`config.mk`:
```
export PLATFORM = sky130hd
export DESIGN_NAME = instr_sequencer
export DESIGN_NICKNAME = d
export VERILOG_FILES = /design/src/rtl/instr_sequencer.sv
export SDC_FILE = /design/constraint.sdc
export NUM_CORES = 1
export LEC_CHECK = 0
export BUFFER_PORTS_ARGS = -buffer_cell sky130_fd_sc_hd__buf_2
export CAP_MARGIN = 20
export CORE_AREA = 2 2 228 230
export DETAILED_ROUTE_END_ITERATION = 10
export DIE_AREA = 0 0 230 232
export GPL_TIMING_DRIVEN = 0
export SYNTH_ARGS = -nofsm -noshare
export SYNTH_HDL_FRONTEND = slang
export SYNTH_SLANG_ARGS = --single-unit
export TNS_END_PERCENT = 1
```
`constraint.sdc`:
```
create_clock -name i_clk -period 5.3 [get_ports i_clk]
set_clock_uncertainty 0.1 [all_clocks]
set_input_delay 0.53 -clock i_clk [delete_from_list [all_inputs] [get_ports i_clk]]
set_output_delay 0.53 -clock i_clk [all_outputs]
set_load 0.005 [all_outputs]
```
`src/rtl/instr_sequencer.sv`:
```
// Program buffer and issue controller for the CPU instruction port.
// A host loads words over a valid/ready handshake while idle. On start, one word is issued every
// ISSUE_GAP cycles until a HALT opcode or the last loaded word has been issued.
// Optional feature macro: SEQ_SINGLE_STEP_EN adds i_step/i_step_mode so each issue can be gated
// by a single-cycle step pulse.
module instr_sequencer #(
  parameter int unsigned INSTR_WIDTH = 20,
  parameter int unsigned PROG_DEPTH  = 16,
  parameter int unsigned PC_BITS     = 4,
  parameter int unsigned ISSUE_GAP   = 3,
  parameter logic [3:0]  HALT_OP     = 4'hF
) (
  input  logic                   i_clk,
  input  logic                   i_rst_n,
  input  logic                   i_load_valid,
  input  logic [INSTR_WIDTH-1:0] i_load_data,
  output logic                   o_load_ready,
  input  logic                   i_start,
  input  logic                   i_clear,
`ifdef SEQ_SINGLE_STEP_EN
  input  logic                   i_step,
  input  logic                   i_step_mode,
`endif
  output logic [INSTR_WIDTH-1:0] o_instr_out,
  output logic                   o_instr_valid,
  output logic [PC_BITS-1:0]     o_pc,
  output logic [PC_BITS:0]       o_prog_count,
  output logic                   o_busy,
  output logic                   o_done
);

  localparam int unsigned CNT_W = (ISSUE_GAP > 2) ? $clog2(ISSUE_GAP) : 1;
  // GAP lasts ISSUE_GAP-1 cycles: counter loads ISSUE_GAP-2 and leaves GAP when it reads zero.
  localparam logic [CNT_W-1:0] GAP_LOAD = (ISSUE_GAP >= 2) ? CNT_W'(ISSUE_GAP - 2) : '0;
  localparam logic [PC_BITS:0] DEPTH_V  = (PC_BITS + 1)'(PROG_DEPTH);

  typedef enum logic [1:0] {StIdle, StRun, StGap, StDone} state_e;

  state_e                 r_state, w_state_nxt;
  logic [PC_BITS-1:0]     r_ptr, w_ptr_nxt;     // index of the next word to issue
  logic [PC_BITS-1:0]     r_pc, w_pc_nxt;       // index of the last issued word
  logic [PC_BITS:0]       r_prog_count, w_prog_count_nxt;
  logic [INSTR_WIDTH-1:0] r_instr, w_instr_nxt;
  logic                   r_valid, w_valid_nxt;
  logic [CNT_W-1:0]       r_gap_cnt, w_gap_cnt_nxt;
  logic                   r_last, w_last_nxt;   // word just issued ends the program
  logic [INSTR_WIDTH-1:0] r_mem [PROG_DEPTH];

  logic                   w_go;
  logic                   w_step_mode;
  logic                   w_xfer;
  logic                   w_wr_en;
  logic [INSTR_WIDTH-1:0] w_issue_word;
  logic [PC_BITS:0]       w_last_idx;
  logic                   w_is_last;

`ifdef SEQ_SINGLE_STEP_EN
  assign w_step_mode = i_step_mode;
  assign w_go        = ~i_step_mode | i_step;
`else
  assign w_step_mode = 1'b0;
  assign w_go        = 1'b1;
`endif

  assign o_load_ready = (r_state == StIdle) && (r_prog_count < DEPTH_V) && !i_clear;
  assign w_xfer       = o_load_ready && i_load_valid;
  assign w_issue_word = r_mem[r_ptr];
  assign w_last_idx   = r_prog_count - (PC_BITS + 1)'(1);
  assign w_is_last    = (w_issue_word[INSTR_WIDTH-1 -: 4] == HALT_OP) ||
                        ({1'b0, r_ptr} == w_last_idx);

  // Next-state and next-output logic; clear overrides every state.
  always_comb begin
    w_state_nxt      = r_state;
    w_ptr_nxt        = r_ptr;
    w_pc_nxt         = r_pc;
    w_prog_count_nxt = r_prog_count;
    w_instr_nxt      = r_instr;
    w_valid_nxt      = 1'b0;
    w_gap_cnt_nxt    = r_gap_cnt;
    w_last_nxt       = r_last;
    w_wr_en          = 1'b0;
    if (i_clear) begin
      w_state_nxt      = StIdle;
      w_prog_count_nxt = '0;
      w_pc_nxt         = '0;
      w_ptr_nxt        = '0;
      w_instr_nxt      = '0;
    end else begin
      unique case (r_state)
        StIdle: begin
          if (w_xfer) begin
            w_wr_en          = 1'b1;
            w_prog_count_nxt = r_prog_count + (PC_BITS + 1)'(1);
          end
          // A word transferred in the same cycle counts towards the program.
          if (i_start && w_go && ((r_prog_count != '0) || w_xfer)) begin
            w_state_nxt = StRun;
            w_ptr_nxt   = '0;
          end
        end
        StRun: begin
          w_instr_nxt = w_issue_word;
          w_valid_nxt = 1'b1;
          w_pc_nxt    = r_ptr;
          w_ptr_nxt   = r_ptr + PC_BITS'(1);
          w_last_nxt  = w_is_last;
          // Step mode always parks in GAP so a step pulse can release the next issue.
          if ((ISSUE_GAP > 1) || w_step_mode) begin
            w_state_nxt   = StGap;
            w_gap_cnt_nxt = GAP_LOAD;
          end else if (w_is_last) begin
            w_state_nxt = StDone;
          end else begin
            w_state_nxt = StRun;
          end
        end
        StGap: begin
          if (r_gap_cnt != '0) begin
            w_gap_cnt_nxt = r_gap_cnt - CNT_W'(1);
          end else if (r_last) begin
            w_state_nxt = StDone;
            w_instr_nxt = '0;
          end else if (w_go) begin
            w_state_nxt = StRun;
          end
        end
        StDone: begin
          w_instr_nxt = '0;
          if (i_start && w_go) begin
            w_state_nxt = StRun;
            w_ptr_nxt   = '0;
          end
        end
        default: w_state_nxt = StIdle;
      endcase
    end
  end

  // Control and output registers, asynchronously reset.
  always_ff @(posedge i_clk or negedge i_rst_n) begin
    if (!i_rst_n) begin
      r_state      <= StIdle;
      r_ptr        <= '0;
      r_pc         <= '0;
      r_prog_count <= '0;
      r_instr      <= '0;
      r_valid      <= 1'b0;
      r_gap_cnt    <= '0;
      r_last       <= 1'b0;
    end else begin
      r_state      <= w_state_nxt;
      r_ptr        <= w_ptr_nxt;
      r_pc         <= w_pc_nxt;
      r_prog_count <= w_prog_count_nxt;
      r_instr      <= w_instr_nxt;
      r_valid      <= w_valid_nxt;
      r_gap_cnt    <= w_gap_cnt_nxt;
      r_last       <= w_last_nxt;
    end
  end

  // Program buffer write port; contents survive reset by design.
  always_ff @(posedge i_clk) begin
    if (w_wr_en) begin
      r_mem[r_prog_count[PC_BITS-1:0]] <= i_load_data;
    end
  end

  assign o_instr_out   = r_instr;
  assign o_instr_valid = r_valid;
  assign o_pc          = r_pc;
  assign o_prog_count  = r_prog_count;
  assign o_busy        = (r_state == StRun) || (r_state == StGap);
  assign o_done        = (r_state == StDone);

endmodule

```
==> impl_metrics.ini <==
[critical_path]
critPathBufInv = 4
crit_type = flop to flop
cp-end-kind = flop
crit_cells = 8
path_max_fanout = 10
worstSetupStartpoint = r_state[0]
path_cells = inv_1 -> ha_1 -> nor4bb_1 -> buf_2 -> nand2_1 -> nor3_2 -> buf_6 -> buf_8
start_kind = flop
cp.required_ns = 5.43
cpPeakStageDelay_ns = 0.80
rr_worst_depth = 8
slowest_stage = nor3_2
r2r_start = r_state[0]
cp_data_arrival_time_ns = 3.18
path_delay_family = simple AND/OR/NAND/NOR gates

[route]
drtAntennaViolNets = 0
avgRoutedWirePerCell_um = 22.1
viasPerCell = 4.64
dr_wl_met3_um = 2410
wl_met2_um = 15400
drt-initial-drc-count = 650
finalWirelength_um = 33400
dr.pass1.iters = 5
met1_length_um = 14900
drt_drc_violations_left = 0
vias = 6995
routed.top_layer = met5

[global_routing]
groute.usage.overall = 0.126
grt_pass1_wl_um = 48800
antenna_found_initial = 1
overflow = 0
grt_pass1_vias = 7126
grt_max_degree = 40

[timing]
setup_viol = 0
fmax_mhz = 328
finalHoldViolations = 0
post-route-period-util = 0.575
slew_headroom = 0.335
slew_violations = 0
tightest_slew_ns = 0.995
post-route-min-period_ns = 3.05
tns_ns = 0
grt_setup_unrepaired = false

[placed_design]
io_buffers = 56
gp_congestion = 0.755
hpwl_um = 20400

[pwr]
ir_drop_uv = 199
cellPowerDensity_nw_per_um2 = 428
leakagePower_nw = 5.51

[synthesis]
synth_flop_cell = edfxtp_1
synth_area_leader_cell = edfxtp_1
ys_types = 48
netlist_area_sq_um = 14200
synth-edff-count = 320
synth_top_area_frac = 0.678
synthTopCellsByArea = edfxtp_1 68%, mux4_2 12%, dfrtp_1 6.9%, mux4_1 3.5%, nand2_1 1.0%
syn_inst = 691
synth_seq_cells = 359
yosysWarnings = 0
syn-num-nets = 727
synthArstFlopShare = 0.109
ys_seq_area_frac = 0.747
synth.avg_cell_area_sq_um = 20.5

[finish]
final_common_cell = edfxtp_1
final_util = 0.329
area_growth_pct = 18.1
antenna_cells = 0
layout-drive-gt1-share = 0.284
layout_common_cells = 320 x edfxtp_1, 74 x mux4_2, 66 x buf_2
filler_cell_count = 4862
layout.nets = 835

[floorplanning]
die_y_um = 232
rows = 83
io_pins = 58
core_area_sq_um = 50900
start_util = 0.278
die_w_um = 230
die_area_sq_um = 53400

[cts]
cts_tree = built
cts_root_buf = clkbuf_16
ctsResizeCount = 0
clock_path_buffers = 3
cts_max_level = 2
numCtsBuffers = 36
insertion_delay_ns = 0.52
clk_pin_slew_worst_paths_ns = 0.06
clock_sink_count = 359

[hold_path]
hold_path_class = input pin to flop
hp-start = i_load_data[12]
holdPathStages = 1

[run_status]
status = completed

[flow_run]
max-cap-violations = 0
-- power by group --
group          total, mW  internal (mW)  switching (mW)
clock network       2.44           1.40            1.04
registers           3.28           3.21          0.0735
logic               1.43          0.691           0.740
total               7.15           5.30            1.86
-- layout make-up --
class,count,area [sq um],share of cell area
clock buffers,54,1030,0.0616
repair buffers,70,489,0.0292
clock inverters,12,87.6,0.00524
multi-input cells,274,3350,0.200
plain buffers,36,248,0.0148
flip-flops and latches,359,10600,0.633
inverters,22,82.6,0.00494
well taps,680,851,0.0509
-- metal layers --
| layer | up-vias | GRT usage |
|---|---|---|
| met1 | 3716 | 0.181 |
| met5 | - | 0 |
| met4 | 2 | 0.0290 |
| met3 | 48 | 0.0280 |
| met2 | 205 | 0.194 |
| li1 | 3024 | - |
-- kinds of logic (layout without fill, tap and decap cells) --
kind of cell | Yosys count | after routing | share of synthesized area
adder cells (fa/ha/maj) | 11 | 11 | 0.00972
buffers and inverters | 58 | 194 | 0.0233
flip-flops | 359 | 359 | 0.747
AO/OA/AOI/OAI | 50 | 50 | 0.0209
AND/OR/NAND/NOR | 104 | 104 | 0.0352
multiplexers | 101 | 101 | 0.159
XOR/XNOR | 8 | 8 | 0.00495
-- through the flow --
step / area, sq um / cells / hold slack (ns) / power, mW / worst slack, ns
6_report: 16700 / 1507 / 0.281 / 7.15 / 2.25
5_1_grt: 16700 / 1507 / 0.279 / 7.45 / 2.11
4_1_cts: 16700 / 1505 / 0.152 / 7.23 / 2.24
3_5_place_dp: 15600 / 1439 / 0.375 / 4.80 / 2.18
3_3_place_gp: 15300 / 1427 / 0.366 / 4.77 / 0.101
2_1_floorplan: 14200 / 691 / 0.134 / 4.29 / 2.09
-- repair_timing --
action	in CTS	in global routing
hold buffers	0	1
buffers inserted	0	0
hold endpoints to repair	0	14
-- state kept, by name, summed over array words and instances, names as in the netlist --
signal / count
r_mem: 320
o_instr_out: 20
r_ptr: 4
o_prog_count: 5
o_instr_valid: 1
r_gap_cnt: 2
o_pc: 4
r_state: 2
r_last: 1
-- final timing paths --
kind,end,slack [ns]
setup / recovery,r_mem[1][3],2.25
hold / removal,r_mem[3][12],0.28
setup reg to reg,r_mem[1][3],2.25
hold reg to reg,r_gap_cnt[0],0.38
max in group asynchronous,o_prog_count[4],4.10
min in group asynchronous,o_instr_out[14],0.46
-- worst reg2reg max path, cell delays in order (launching register included) --
cell	delay, ns
dfrtp_1	0.41
inv_1	0.10
ha_1	0.20
nor4bb_1	0.21
buf_2	0.26
nand2_1	0.25
nor3_2	0.80
buf_6	0.26
buf_8	0.16
-- synthesized netlist by cell type, drive strengths merged, types with 5 or more instances --
cell type / number
ha: 11
dfrtp: 39
clkbuf: 13
edfxtp: 320
nand2: 39
nor3: 5
nand2b: 9
nor2b: 5
mux4: 93
xor2: 7
nor2: 29
inv: 18
a21oi: 5
mux2i: 6
o21ai: 28
buf: 23
Power figures use the tool's default switching activity.
